## config.mk

```make
export PLATFORM = sky130hd
export DESIGN_NAME = uart_tx_param
export DESIGN_NICKNAME = d
export VERILOG_FILES = /design/src/rtl/uart_tx_param.sv
export SDC_FILE = /design/constraint.sdc
export NUM_CORES = 1
export LEC_CHECK = 0
export BUFFER_PORTS_ARGS = -buffer_cell sky130_fd_sc_hd__buf_2
export CAP_MARGIN = 20
export CORE_ASPECT_RATIO = 0.75
export CORE_UTILIZATION = 53
export CTS_CLUSTER_DIAMETER = 30
export DETAILED_ROUTE_END_ITERATION = 16
export HOLD_SLACK_MARGIN = 0.15
export PLACE_DENSITY = 0.74
export SETUP_SLACK_MARGIN = 0.3
export SKIP_CTS_REPAIR_TIMING = 1
export SYNTH_ARGS = -nofsm -noshare
export SYNTH_HDL_FRONTEND = slang
export SYNTH_SLANG_ARGS = --single-unit
```

## constraint.sdc

```tcl
create_clock -name clk_sis -period 2.5 [get_ports clk_sis]
set_input_delay 0.5 -clock clk_sis [delete_from_list [all_inputs] [get_ports clk_sis]]
set_output_delay 0.5 -clock clk_sis [all_outputs]
set_load 0.05 [all_outputs]
```

## src/rtl/uart_tx_param.sv

```systemverilog
// Parametrised UART transmitter: valid/ready input FIFO feeding a framed serialiser
// (start, LSB-first data, optional parity, 1 or 2 stop bits) with an internal baud divider.
module uart_tx_param #(
  parameter int unsigned DATA_W       = 8,
  parameter int unsigned PARITY       = 0,
  parameter int unsigned STOP_BITS    = 1,
  parameter int unsigned CLKS_PER_BIT = 2,
  parameter int unsigned DEPTH        = 4
) (
  input  logic                         clk_sis,
  input  logic                         rst,
  input  logic                         tx_valid,
  input  logic [DATA_W-1:0]            tx_data,
  output logic                         tx_ready,
  output logic [$clog2(DEPTH+1)-1:0]   fifo_level,
  output logic                         busy,
  output logic                         tx
);

  localparam int unsigned AW = $clog2(DEPTH);
  localparam int unsigned LW = $clog2(DEPTH + 1);
  localparam int unsigned CW = $clog2(CLKS_PER_BIT);
  localparam int unsigned BW = $clog2(DATA_W);

  localparam logic [LW-1:0] LvlFull  = LW'(DEPTH);
  localparam logic [CW-1:0] BaudLast = CW'(CLKS_PER_BIT - 1);
  localparam logic [BW-1:0] BitLast  = BW'(DATA_W - 1);
  localparam logic [BW-1:0] StopLast = BW'(STOP_BITS - 1);

  typedef enum logic [2:0] {
    StIdle,
    StStart,
    StData,
    StParity,
    StStop
  } state_e;

  // FIFO storage and bookkeeping
  logic [DATA_W-1:0] r_mem [DEPTH];
  logic [AW-1:0]     r_wr_ptr;
  logic [AW-1:0]     r_rd_ptr;
  logic [LW-1:0]     r_level;
  logic              w_push;
  logic              w_pop;
  logic              w_empty;
  logic [DATA_W-1:0] w_head;
  logic              w_par_bit;

  // Serialiser state
  state_e            r_state;
  state_e            w_state_d;
  logic [CW-1:0]     r_baud;
  logic [CW-1:0]     w_baud_d;
  logic [BW-1:0]     r_bit;
  logic [BW-1:0]     w_bit_d;
  logic [DATA_W-1:0] r_shift;
  logic [DATA_W-1:0] w_shift_d;
  logic              r_parity;
  logic              w_parity_d;
  logic              r_tx;
  logic              w_tx_d;
  logic              w_bit_end;

  assign tx_ready   = (r_level != LvlFull);
  assign w_push     = tx_valid && tx_ready;
  assign w_empty    = (r_level == '0);
  assign w_head     = r_mem[r_rd_ptr];
  assign w_par_bit  = (PARITY == 1) ? ~(^w_head) : (^w_head);
  assign w_bit_end  = (r_baud == BaudLast);

  assign fifo_level = r_level;
  assign busy       = (r_state != StIdle);
  assign tx         = r_tx;

  always_ff @(posedge clk_sis) begin
    if (w_push) begin
      r_mem[r_wr_ptr] <= tx_data;
    end
  end

  always_ff @(posedge clk_sis or negedge rst) begin
    if (!rst) begin
      r_wr_ptr <= '0;
      r_rd_ptr <= '0;
      r_level  <= '0;
    end else begin
      if (w_push) begin
        r_wr_ptr <= r_wr_ptr + 1'b1;
      end
      if (w_pop) begin
        r_rd_ptr <= r_rd_ptr + 1'b1;
      end
      unique case ({w_push, w_pop})
        2'b10:   r_level <= r_level + 1'b1;
        2'b01:   r_level <= r_level - 1'b1;
        default: r_level <= r_level;
      endcase
    end
  end

  always_comb begin
    w_state_d  = r_state;
    w_baud_d   = r_baud;
    w_bit_d    = r_bit;
    w_shift_d  = r_shift;
    w_parity_d = r_parity;
    w_pop      = 1'b0;
    w_tx_d     = 1'b1;

    if (r_state != StIdle) begin
      w_baud_d = w_bit_end ? '0 : r_baud + 1'b1;
    end

    unique case (r_state)
      StIdle: begin
        if (!w_empty) begin
          w_pop     = 1'b1;
          w_state_d = StStart;
        end
      end
      StStart: begin
        if (w_bit_end) begin
          w_state_d = StData;
          w_bit_d   = '0;
        end
      end
      StData: begin
        if (w_bit_end) begin
          w_shift_d = r_shift >> 1;
          if (r_bit == BitLast) begin
            w_bit_d   = '0;
            w_state_d = (PARITY != 0) ? StParity : StStop;
          end else begin
            w_bit_d = r_bit + 1'b1;
          end
        end
      end
      StParity: begin
        if (w_bit_end) begin
          w_state_d = StStop;
          w_bit_d   = '0;
        end
      end
      StStop: begin
        if (w_bit_end) begin
          if (r_bit == StopLast) begin
            w_bit_d = '0;
            // Chain straight into the next start bit so queued frames have no idle gap
            if (!w_empty) begin
              w_pop     = 1'b1;
              w_state_d = StStart;
            end else begin
              w_state_d = StIdle;
            end
          end else begin
            w_bit_d = r_bit + 1'b1;
          end
        end
      end
      default: w_state_d = StIdle;
    endcase

    if (w_pop) begin
      w_shift_d  = w_head;
      w_parity_d = w_par_bit;
      w_baud_d   = '0;
      w_bit_d    = '0;
    end

    // Line level is derived from the next state so tx can be a plain register
    unique case (w_state_d)
      StIdle:   w_tx_d = 1'b1;
      StStart:  w_tx_d = 1'b0;
      StData:   w_tx_d = w_shift_d[0];
      StParity: w_tx_d = w_parity_d;
      StStop:   w_tx_d = 1'b1;
      default:  w_tx_d = 1'b1;
    endcase
  end

  always_ff @(posedge clk_sis or negedge rst) begin
    if (!rst) begin
      r_state  <= StIdle;
      r_baud   <= '0;
      r_bit    <= '0;
      r_shift  <= '0;
      r_parity <= 1'b0;
      r_tx     <= 1'b1;
    end else begin
      r_state  <= w_state_d;
      r_baud   <= w_baud_d;
      r_bit    <= w_bit_d;
      r_shift  <= w_shift_d;
      r_parity <= w_parity_d;
      r_tx     <= w_tx_d;
    end
  end

endmodule

```

==> parameters.txt <==
Parameter                              Value

Final layout
  Area of combinational cells with multiple inputs    903 um2
  Most frequent standard cell in the layout excluding fill and tap cells    sky130_fd_sc_hd__edfxtp_1
  Final core utilization    62.4%
  Commonest non-fill, non-tap cells in the layout    32 x sky130_fd_sc_hd__edfxtp_1, 20 x sky130_fd_sc_hd__dfrtp_1, 16 x sky130_fd_sc_hd__buf_2, 13 x sky130_fd_sc_hd__nand2_1
  Sequential cell area    1570 um2
  Number of nets at the end of the flow    218
  Antenna cell count    0
  Final cell count without fillers    256
  Synthesis-to-layout area growth    12.3%
  Share of cells above drive strength 1    26.6%
  Number of inserted filler cells in the final layout    335

Timing
  Slew HR    63.3%
  Count of final setup violators    0
  Period utilisation layout    85.3%
  Final min period    2.13 ns
  Unrepaired setup endpoints after global routing    yes
  Highest Clock Rate    469 MHz
  Actual slew at the worst max-slew pin    0.551 ns
  Layout Skew    0.00473 ns
  Final Hold Violating Endpoints    0
  Number of pins with negative max-slew slack in the final report    0
  Sum Neg Setup Slack    0 ns

Synthesis
  Fraction of the yosys area taken by sequential cells    62.7%
  Count of state elements after synthesis    56
  Post-synthesis async set-or-reset flop share    42.9%
  Number of standard cells after synthesis    176
  Syn nets    196
  Fraction of the mapped netlist area in adder cells    4.82%
  Dominant combinational cell family by area after synthesis    multiplexers
  Yosys warning count    0
  Number of library cell types mapped by synthesis    35
  Number of enable flip-flop cells after synthesis    32
  Multiplexer share of the synthesized area    10.8%
  Compound-gate portion of the synthesized area    5.87%
  Syn Std Cell Area    2490 um2
  Synthesized-area fraction occupied by xor and xnor cells    4.92%
  Top_reg_cell synth    sky130_fd_sc_hd__edfxtp_1
  Synthesized-area fraction occupied by and/or/nand/nor cells    7.78%
  Synthesized area per cell    14.2 um2

Global route
  Number of global-route vias before repair    1,406
  Number of antenna violations at the first check in global routing    0
  Maximum number of pins on one net before global-route repair    26
  Total grt overflow    0
  Wire length of the first global-routing pass    6850 um
  Overall routing resource usage    19.6%

Die
  Horizontal extent of the die    81.2 um
  Starting utilization of the core area    55.5%
  Count of boundary I/O pins    17
  Die Area    4990 um2
  Site row count    21
  Die Span Y    61.4 um
  Area of the core region    4490 um2

CTS
  Clock transition at the register clock pins on the worst setup and hold paths after CTS    0.11 ns
  Clock network latency to the later pin of the worst-skew pair    0.32 ns
  Clock root buffer    sky130_fd_sc_hd__clkbuf_8
  TritonCTS buffer count    5
  Maximum level of the CTS H-tree    2
  TritonCTS clock tree    yes
  Clock net sink count    56
  Number of buffers on the longest clock path    2

Place
  Dpl cells    244
  RD Place Congestion    0.864
  Port-buffer cells    16
  Post-DP HPWL    2850 um

Detailed routing
  Number of antenna-violating nets in the routed design    0
  Number of DRC violations after detailed-routing iteration 0    71
  Total length of routed wires    4160 um
  Via count of the routed design    1,392
  Mean routed wirelength per cell    16.3 um
  Number of iterations in the first detailed-routing pass    4
  DRC errors left    0
  Vias per inst    5.44

Worst setup path
  Startpoint type of the worst setup path    flip-flop
  Kind of critical path    flip-flop to output pin
  Cell with the largest stage delay on the worst path    sky130_fd_sc_hd__dfrtp_1
  Data required time of the worst path    2.00 ns
  Maximum fanout along the worst path    12
  Arr. time, crit path    1.63 ns
  Largest stage delay on the critical path    0.55 ns
  Cells along the critical path    or3_1 -> buf_2
  Type of destination of the critical path    output pin

Run
  Max-cap check violation count    0

Status
  Status    completed

Pwr
  Standby leakage power    1.08 nW
  Worst IR drop on VDD    0.000717 V
  Power per cell area    1370 nW/um2

Worst hold path
  Worst hold path type    input port to asynchronous set/reset pin
-- cells in the mapped netlist, types with 3 or more instances --
cell type	n	share of area, %
sky130_fd_sc_hd__clkbuf_1	4	0.60
sky130_fd_sc_hd__a21oi_1	5	1.0
sky130_fd_sc_hd__xnor2_1	11	3.9
sky130_fd_sc_hd__and3_1	4	1.0
sky130_fd_sc_hd__mux2i_1	9	3.6
sky130_fd_sc_hd__nand2_1	13	2.0
sky130_fd_sc_hd__mux4_2	8	7.2
sky130_fd_sc_hd__edfxtp_1	32	39
sky130_fd_sc_hd__inv_1	11	1.7
sky130_fd_sc_hd__nand3_1	4	0.80
sky130_fd_sc_hd__o21ai_0	11	2.2
sky130_fd_sc_hd__dfrtp_1	23	23
sky130_fd_sc_hd__nor2_1	6	0.90
sky130_fd_sc_hd__xor2_1	3	1.1
sky130_fd_sc_hd__ha_1	8	4.0
-- final timing paths --
kind / from / endpoint / slack (ns) / cells after the start
max: r_state[2] / busy / 0.37 / 2
min: rst / r_wr_ptr[1] / 0.15 / 1
max reg2reg: r_bit[0] / fifo_level[2] / 0.46 / 10
min reg2reg: fifo_level[0] / fifo_level[0] / 0.53 / 1
max in group asynchronous: rst / fifo_level[2] / 1.96 / 1
min in group clk_sis: tx_data[5] / r_mem[1][5] / 0.39 / 1
-- flip-flops by register name, indices dropped and copies added (netlist names) --
register    cells
fifo_level      3
r_baud          1
r_bit           3
r_mem          32
r_parity        1
r_rd_ptr        2
r_shift         8
r_state         3
r_wr_ptr        2
tx              1
-- metrics by stage --
step	hold WS [ns]	setup slack (ns)	area (um2)	total power, mW
3_3_place_gp	0.505	0.472	2650	3.15
6_report	0.147	0.366	2800	3.84
4_1_cts	0.166	0.332	2740	3.76
3_5_place_dp	0.509	0.388	2650	3.24
5_1_grt	0.192	0.277	2800	4.11
2_1_floorplan	0.204	0.306	2530	2.91
-- cells by family after synthesis --
kind of cell,count (synthesis)
compound gates,24
xor+xnor,14
fa+ha+maj,9
buf+inv,18
flops,56
mux,17
simple gates,38
-- final cells by class --
class / count / area share (%)
multi-input combinational: 102 / 32.2
clock buffer: 5 / 2.46
timing repair buffer: 22 / 4.47
inverter: 11 / 1.47
sequential: 56 / 55.9
clock inverter: 3 / 0.893
tap: 57 / 2.55
-- metal layers --
metal	GRT usage, %	vias up	wire length [um]
met5	0	-	0
met4	8.67	0	78
met2	31.0	20	2030
met3	4.44	7	130
li1	-	679	-
met1	26.6	686	1930
-- report_power, final --
part	leakage, nW	switching [mW]	total (mW)	internal, mW
combinational	0.454	0.967	1.75	0.788
clock	0.0452	0.321	0.526	0.205
sequential	0.584	0.262	1.56	1.30
-- critical path: cells and delay by family (launching register included) --
| kind | cells | cell delay (ns) |
|---|---|---|
| flip-flops | 1 | 0.55 |
| buffers and inverters | 1 | 0.25 |
| AND/OR/NAND/NOR | 1 | 0.51 |
Note: power is estimated with default switching activity, not from simulation.
